`src/rtl/mpx_pkg.sv`:
```
// rtl/mpx_pkg.sv - shared widths and limits for the FM-stereo MPX encoder
package mpx_pkg;

  localparam int W_DEF           = 16;
  localparam int B_DEF           = 32;
  localparam int PILOT_SHIFT_DEF = 3;

  // L+R needs one guard bit; the three-term accumulator needs three.
  localparam int SUMW = W_DEF + 1;
  localparam int ACCW = W_DEF + 3;

  localparam int SAT_MAX = (2 ** (W_DEF - 1)) - 1;
  localparam int SAT_MIN = -(2 ** (W_DEF - 1));

endpackage

```
`src/rtl/sat_signed.sv`:
```
// rtl/sat_signed.sv - combinational clamp of an IW-bit signed value into the OW-bit signed range
module sat_signed #(
  parameter int IW = 19,
  parameter int OW = 16
) (
  input  logic signed [IW-1:0] din,
  output logic signed [OW-1:0] dout
);

  localparam logic signed [IW-1:0] MAXV = {{(IW-OW+1){1'b0}}, {(OW-1){1'b1}}};
  localparam logic signed [IW-1:0] MINV = {{(IW-OW+1){1'b1}}, {(OW-1){1'b0}}};

  always_comb begin
    dout = din[OW-1:0];
    if (din > MAXV) begin
      dout = MAXV[OW-1:0];
    end else if (din < MINV) begin
      dout = MINV[OW-1:0];
    end
  end

endmodule

```
`src/rtl/mpx_encoder.sv`:
```
// rtl/mpx_encoder.sv - 3-stage MPX builder: (L+R)/2 + (L-R)/2*sub38 + pilot19/2^PILOT_SHIFT, saturated
module mpx_encoder
  import mpx_pkg::*;
#(
  parameter int W           = W_DEF,
  parameter int B           = B_DEF,
  parameter int PILOT_SHIFT = PILOT_SHIFT_DEF
) (
  input  logic                clock,
  input  logic                reset,
  input  logic                enableclk,
  input  logic                in_valid,
  input  logic                stereo_en,
  input  logic signed [W-1:0] left,
  input  logic signed [W-1:0] right,
  input  logic signed [B-1:0] sub38,
  input  logic signed [B-1:0] pilot19,
  output logic signed [W-1:0] mpx,
  output logic                mpx_valid
);

  localparam int SW = W + (SUMW - W_DEF);
  localparam int AW = W + (ACCW - W_DEF);
  localparam int PW = W + B + 1;

  logic signed [SW-1:0] sum_q, sum_d, diff_q, diff_d;
  logic signed [B-1:0]  sub_q, sub_d, pil_q, pil_d;
  logic                 v1_q, v1_d;
  logic signed [W-1:0]  sums_q, sums_d, pils_q, pils_d;
  logic signed [SW-1:0] prods_q, prods_d;
  logic                 v2_q, v2_d;
  logic signed [W-1:0]  mpx_q, mpx_d;
  logic                 mpx_valid_q, mpx_valid_d;

  logic signed [PW-1:0] prod;
  logic signed [AW-1:0] acc;
  logic signed [W-1:0]  sat_out;

  assign prod = PW'(diff_q) * PW'(sub_q);
  assign acc  = AW'(sums_q) + AW'(prods_q) + AW'(pils_q);

  sat_signed #(.IW(AW), .OW(W)) u_sat (
    .din  (acc),
    .dout (sat_out)
  );

  // Everything holds unless the sample strobe is present.
  always_comb begin
    sum_d       = sum_q;
    diff_d      = diff_q;
    sub_d       = sub_q;
    pil_d       = pil_q;
    v1_d        = v1_q;
    sums_d      = sums_q;
    prods_d     = prods_q;
    pils_d      = pils_q;
    v2_d        = v2_q;
    mpx_d       = mpx_q;
    mpx_valid_d = mpx_valid_q;
    if (enableclk) begin
      sum_d       = SW'(left) + SW'(right);
      diff_d      = stereo_en ? (SW'(left) - SW'(right)) : '0;
      sub_d       = sub38;
      pil_d       = stereo_en ? pilot19 : '0;
      v1_d        = in_valid;
      sums_d      = W'(sum_q >>> 1);
      prods_d     = SW'(prod >>> B);
      pils_d      = W'(pil_q >>> (B - W + PILOT_SHIFT));
      v2_d        = v1_q;
      mpx_d       = sat_out;
      mpx_valid_d = v2_q;
    end
  end

  always_ff @(posedge clock or negedge reset) begin
    if (!reset) begin
      sum_q       <= '0;
      diff_q      <= '0;
      sub_q       <= '0;
      pil_q       <= '0;
      v1_q        <= 1'b0;
      sums_q      <= '0;
      prods_q     <= '0;
      pils_q      <= '0;
      v2_q        <= 1'b0;
      mpx_q       <= '0;
      mpx_valid_q <= 1'b0;
    end else begin
      sum_q       <= sum_d;
      diff_q      <= diff_d;
      sub_q       <= sub_d;
      pil_q       <= pil_d;
      v1_q        <= v1_d;
      sums_q      <= sums_d;
      prods_q     <= prods_d;
      pils_q      <= pils_d;
      v2_q        <= v2_d;
      mpx_q       <= mpx_d;
      mpx_valid_q <= mpx_valid_d;
    end
  end

  assign mpx       = mpx_q;
  assign mpx_valid = mpx_valid_q;

endmodule

```
`config.mk`:
```
export PLATFORM = sky130hd
export DESIGN_NAME = mpx_encoder
export DESIGN_NICKNAME = d
export VERILOG_FILES = /design/src/rtl/mpx_pkg.sv /design/src/rtl/sat_signed.sv /design/src/rtl/mpx_encoder.sv
export SDC_FILE = /design/constraint.sdc
export NUM_CORES = 2
export LEC_CHECK = 0
export CAP_MARGIN = 30
export CORE_ASPECT_RATIO = 1.5
export CORE_UTILIZATION = 50
export DETAILED_ROUTE_END_ITERATION = 7
export PLACE_DENSITY = 0.72
export SYNTH_ARGS = -nofsm -noshare
export SYNTH_HDL_FRONTEND = slang
export SYNTH_HIERARCHICAL = 1
export SYNTH_SLANG_ARGS = --single-unit
```
`constraint.sdc`:
```
create_clock -name clock -period 8.4 [get_ports clock]
set_clock_uncertainty 0.2 [all_clocks]
set_input_delay 1.26 -clock clock [delete_from_list [all_inputs] [get_ports clock]]
set_output_delay 1.26 -clock clock [all_outputs]
set_load 0.01 [all_outputs]
```
[Word-level counts from Yosys, hierarchy flattened]
Index checks and enable logic that the tools add are counted.
Storage, ports and cells
  register bits: 163
  word-level logic and storage cells: 22
Operators by class
  add/sub/neg operators: 4
  muxes and demuxes: 4
  multipliers: 1
  order comparisons: 2
Operators with widths (number)
  $mul A17 B32 Y49: 1
  $mux W16: 2
  $mux W32: 1
  $add A18 B13 Y19: 1
  $gt A19 B16 Y1 const B: 1
  $lt A19 B16 Y1 const B: 1
  $add A16 B17 Y18: 1
  $add A16 B16 Y17: 1
  $mux W17: 1
  $sub A16 B16 Y17: 1

[Longest topological paths before layout]
  depth after elaboration: 5
  depth in mapped cells: 26
  depth with buffers taken out: 24

[Cells and area by module]
The synthesis kept the hierarchy.
Modules (own cells, without submodules)
  mpx_encoder: seq. area each 3578.4 um2, area each 25725.9 um2, cells each 2676, times used 1
  sat_signed: seq. area each 0.0 um2, area each 374.1 um2, cells each 56, times used 1

[Worst setup path after synthesis]
No wires, ideal clock.
  path kind: reg-to-reg
  start: register sub_q[25]
  end: register prods_q[13]
  cell stages (with the launch flop): 23
  buffers on the path: 2
  library setup time: 0.126 ns
  path slack: 2.103 ns
  arrival time: 5.971 ns
  cells stage by stage: dfrtp_1 clkbuf_1 clkbuf_1 nand2_1 fa_1 fa_1 fa_1 inv_1 fa_1 fa_1 inv_1 fa_1 inv_1 ha_1 nand3_1 nor4_2 nand4_1 a221oi_2 o31a_4 a21oi_2 o21ai_1 a21oi_1 a221o_1
On the way
  longest elaborated chain between the ends: 1
RTL lines
  start, declared: line mpx_encoder.sv:27  | logic signed [B-1:0] sub_q, sub_d, pil_q, pil_d;
  start signal, assigned: line mpx_encoder.sv:91  | sub_q <= sub_d;
  $mul A17 B32 Y49: line mpx_encoder.sv:39  | assign prod = PW'(diff_q) * PW'(sub_q);
  end signal, assigned: line mpx_encoder.sv:95  | prods_q <= prods_d;
  end, declared: line mpx_encoder.sv:30  | logic signed [SW-1:0] prods_q, prods_d;
No other way between the ends.
A chain may end at the register's enable or synchronous reset.

[Final worst setup path]
  start: register diff_q[16]
  end: register prods_q[13]
On the way
  longest elaborated chain between the ends: 1
RTL lines
  start, declared: line mpx_encoder.sv:26  | logic signed [SW-1:0] sum_q, sum_d, diff_q, diff_d;
  start signal, assigned: line mpx_encoder.sv:90  | diff_q <= diff_d;
  $mul A17 B32 Y49: line mpx_encoder.sv:39
No other way between the ends.

==> out/results.txt <==
1st-pass router iterations: 6
Crit-path max FO: 17
Hold Crit Start: pil_q[19]
Max stage delay cell, worst path: clkinv_1
Post-Syn Instances: 2732
CP peak stage delay: 770 ps
H-tree levels: 4
CP Cell Sequence: clkinv_1 > buf_4 > nor2_1 > fa_1 > fa_1 > fa_1 > fa_1 > fa_1 > inv_1 > fa_1 > inv_1 > ha_1 > a211oi_2 > o21bai_1 > o32ai_2 > a31oi_1 > o31ai_1 > a21oi_1 > o21ai_0 > a211oi_1 > a221o_1
Final period util: 0.924
Clock sinks: 143
Drt initial violations: 1102
WP depth: 21
Layout cells sized above 1: 0.0659
Mux share of post-synthesis cell area: 0.0385
Root Buffer: clkbuf_16
Post-synthesis simple-gate area fraction: 0.142
Post-synth EDFFs: 0
Largest net degree at the start of global routing: 92
Critical path launch point type: register
RR Startpoint: diff_q[16]
Critical Path AT: 7910 ps
Synth top area share: 0.414
Synth cell types: 68
Flops & latches, synth: 143
Status: complete, no violations
Initial Util: 0.506
Initial antenna violation count: 1
Achievable Freq: 129 MHz
Core Region: 51600 um2
GRT Util Overall: 0.274
Routed len/inst: 19.5 um
Synth area leaders: fa_1, dfrtp_1, inv_1
Slew margin rel.: 0.294
Yosys Warn Count: 6
Syn nets: 3533
R2R depth: 21
Fin. max-slew vios: 0
Setup Buffers After CTS: 0
MaxCap Viol Count: 0
DR vias: 19017
Sequential element share of the synthesized area: 0.137
Multi-input logic area: 19700 um2
Synth-to-Final Area Change: 8.73%
FILL cells: 4562
PortBufs: 98
Routability cong.: 0.902
Worst Setup SP: diff_q[16]
Worst EP required: 8550 ps
TritonCTS Buffers: 17
Clk buf depth: 2
Post-CTS Resized: 0
Critical Path Sink: prods_q[13]
Final Hold Vio Count: 0
Rows: 102
Post-DRT Antenna Nets: 0
Most common flop cell mapped by yosys: dfrtp_1
Total I/O pin count: 118
DRC viols: 0
Area leader, netlist: fa_1
RSZ-0062 raised after global routing: false
Hold Crit Class: reg2reg
First-pass GRT wire length: 112000 um
Xor/xnor cell area share of the yosys netlist: 0.0195
Vias in the first global route: 21818
Post-CTS Hold Buffers: 0
Critical Setup Path Class: reg2reg
Largest family of logic cells by synthesized area: adder cells
NumNets Final: 3566
Grt ovf: 0
Clock Latency Late Sink: 470 ps
Reg-to-reg setup timing slack: 640 ps
Mapped cell area: 26100 um2
Die height: 282 um
CTS tree: done
Total wire length: 67400 um
Synth Area in Compound Gates: 0.0646
Worst Hold Depth: 2
Final TNS setup: 0 ps
Worst path most repeated cell: fa_1
Clk slew on worst S/H paths: 70 ps
Critical Path Sink Type: register
Finish-stage setup viols: 0
Worst Path Buf+Inv: 4
Crit Reg-Reg Endpoint: prods_q[13]
Mean Syn Cell Area: 9.55 um2
Width of the die: 189 um
Cell family with most CP delay: adder cells
Final HPWL DP: 53400 um
Die ar.: 53100 um2
Adder-cell share of the synthesized area: 0.491
Min Tclk post-route: 7760 ps
Worst-margin pin slew: 1060 ps
Reg area: 3580 um2
Post-synthesis async set-or-reset flop share: 1.00
Vias per std cell: 5.50
-- worst min-delay path, delay by kind of cell, from the launching register on --
kind	cells	cell delay [ps]
flops	1	340
compound gates	1	60
simple gates	1	50
-- cell usage in the layout, fill, tap and decap left out, types with 18 or more instances in the layout --
cell type        count
a21oi_1             68
and2_1             236
buf_4               39
clkdlybuf4s50_1     96
dfrtp_1            143
fa_1               540
ha_1               160
inv_1              614
mux2_2              88
nand2_1            315
nand2b_1            18
nand3_1             33
nor2_1              70
nor3_1              24
nor4_1              18
o21ai_0             50
xnor2_1             51
-- per-stage QoR --
step	cell area, um2	hold slack (ps)	setup slack, ps	std cells	util
final	28400	289	638	3455	0.550
after global routing	28400	310	379	3455	0.550
after CTS	28400	291	730	3454	0.550
after detailed placement	27800	272	777	3422	0.538
after global placement	27700	274	865	3421	0.538
after floorplan	26100	249	2100	2732	-
-- layout make-up --
cell class / count / share of cell area
Sequential cell: 143 / 0.126
Antenna cell: 1 / 0.0000882
Timing Repair Buffer: 138 / 0.0459
Inverter: 615 / 0.0813
Clock buffer: 17 / 0.0150
Multi-Input combinational cell: 1850 / 0.695
Tap cell: 676 / 0.0298
Clock inverter: 15 / 0.00697
-- Yosys cell counts, types with 33 or more instances --
cell type / number
o21ai_0: 50
fa_1: 540
mux2_2: 88
dfrtp_1: 143
xnor2_1: 52
ha_1: 160
a21oi_1: 68
inv_1: 614
clkbuf_1: 109
and2_1: 236
nand2_1: 315
nand3_1: 33
nor2_1: 70
-- worst min-delay path by stage --
stage                     slack [ps]         end
after detailed placement         270   pils_q[0]
after CTS                        290   pils_q[0]
after floorplan                  250  prods_q[0]
final                            290   pils_q[0]
after global routing             310   diff_q[2]
after global placement           270   diff_q[7]
-- sequential cells by signal, summed over array words and instances (netlist names) --
name / flops
diff_q: 17
mpx: 16
mpx_valid: 1
pil_q: 13
pils_q: 13
prods_q: 17
sub_q: 32
sum_q: 16
sums_q: 16
v1_q: 1
v2_q: 1
-- kinds of logic after synthesis --
group                    after synthesis
AO/OA/AOI/OAI                        250
XOR/XNOR                              58
adder cells (fa/ha/maj)              700
buffers and inverters                739
flip-flops                           143
multiplexers                          89
AND/OR/NAND/NOR                      753
-- routing by layer --
metal | wire (um) | track usage
met1 | 22700 | 0.292
met3 | 3840 | 0.0342
met2 | 36200 | 0.512
met5 | 0 | 0
met4 | 4580 | 0.170
Power is left out: the tool's default activity adds up to more than one toggle a clock period on the data nets, which glitch-free logic cannot reach.
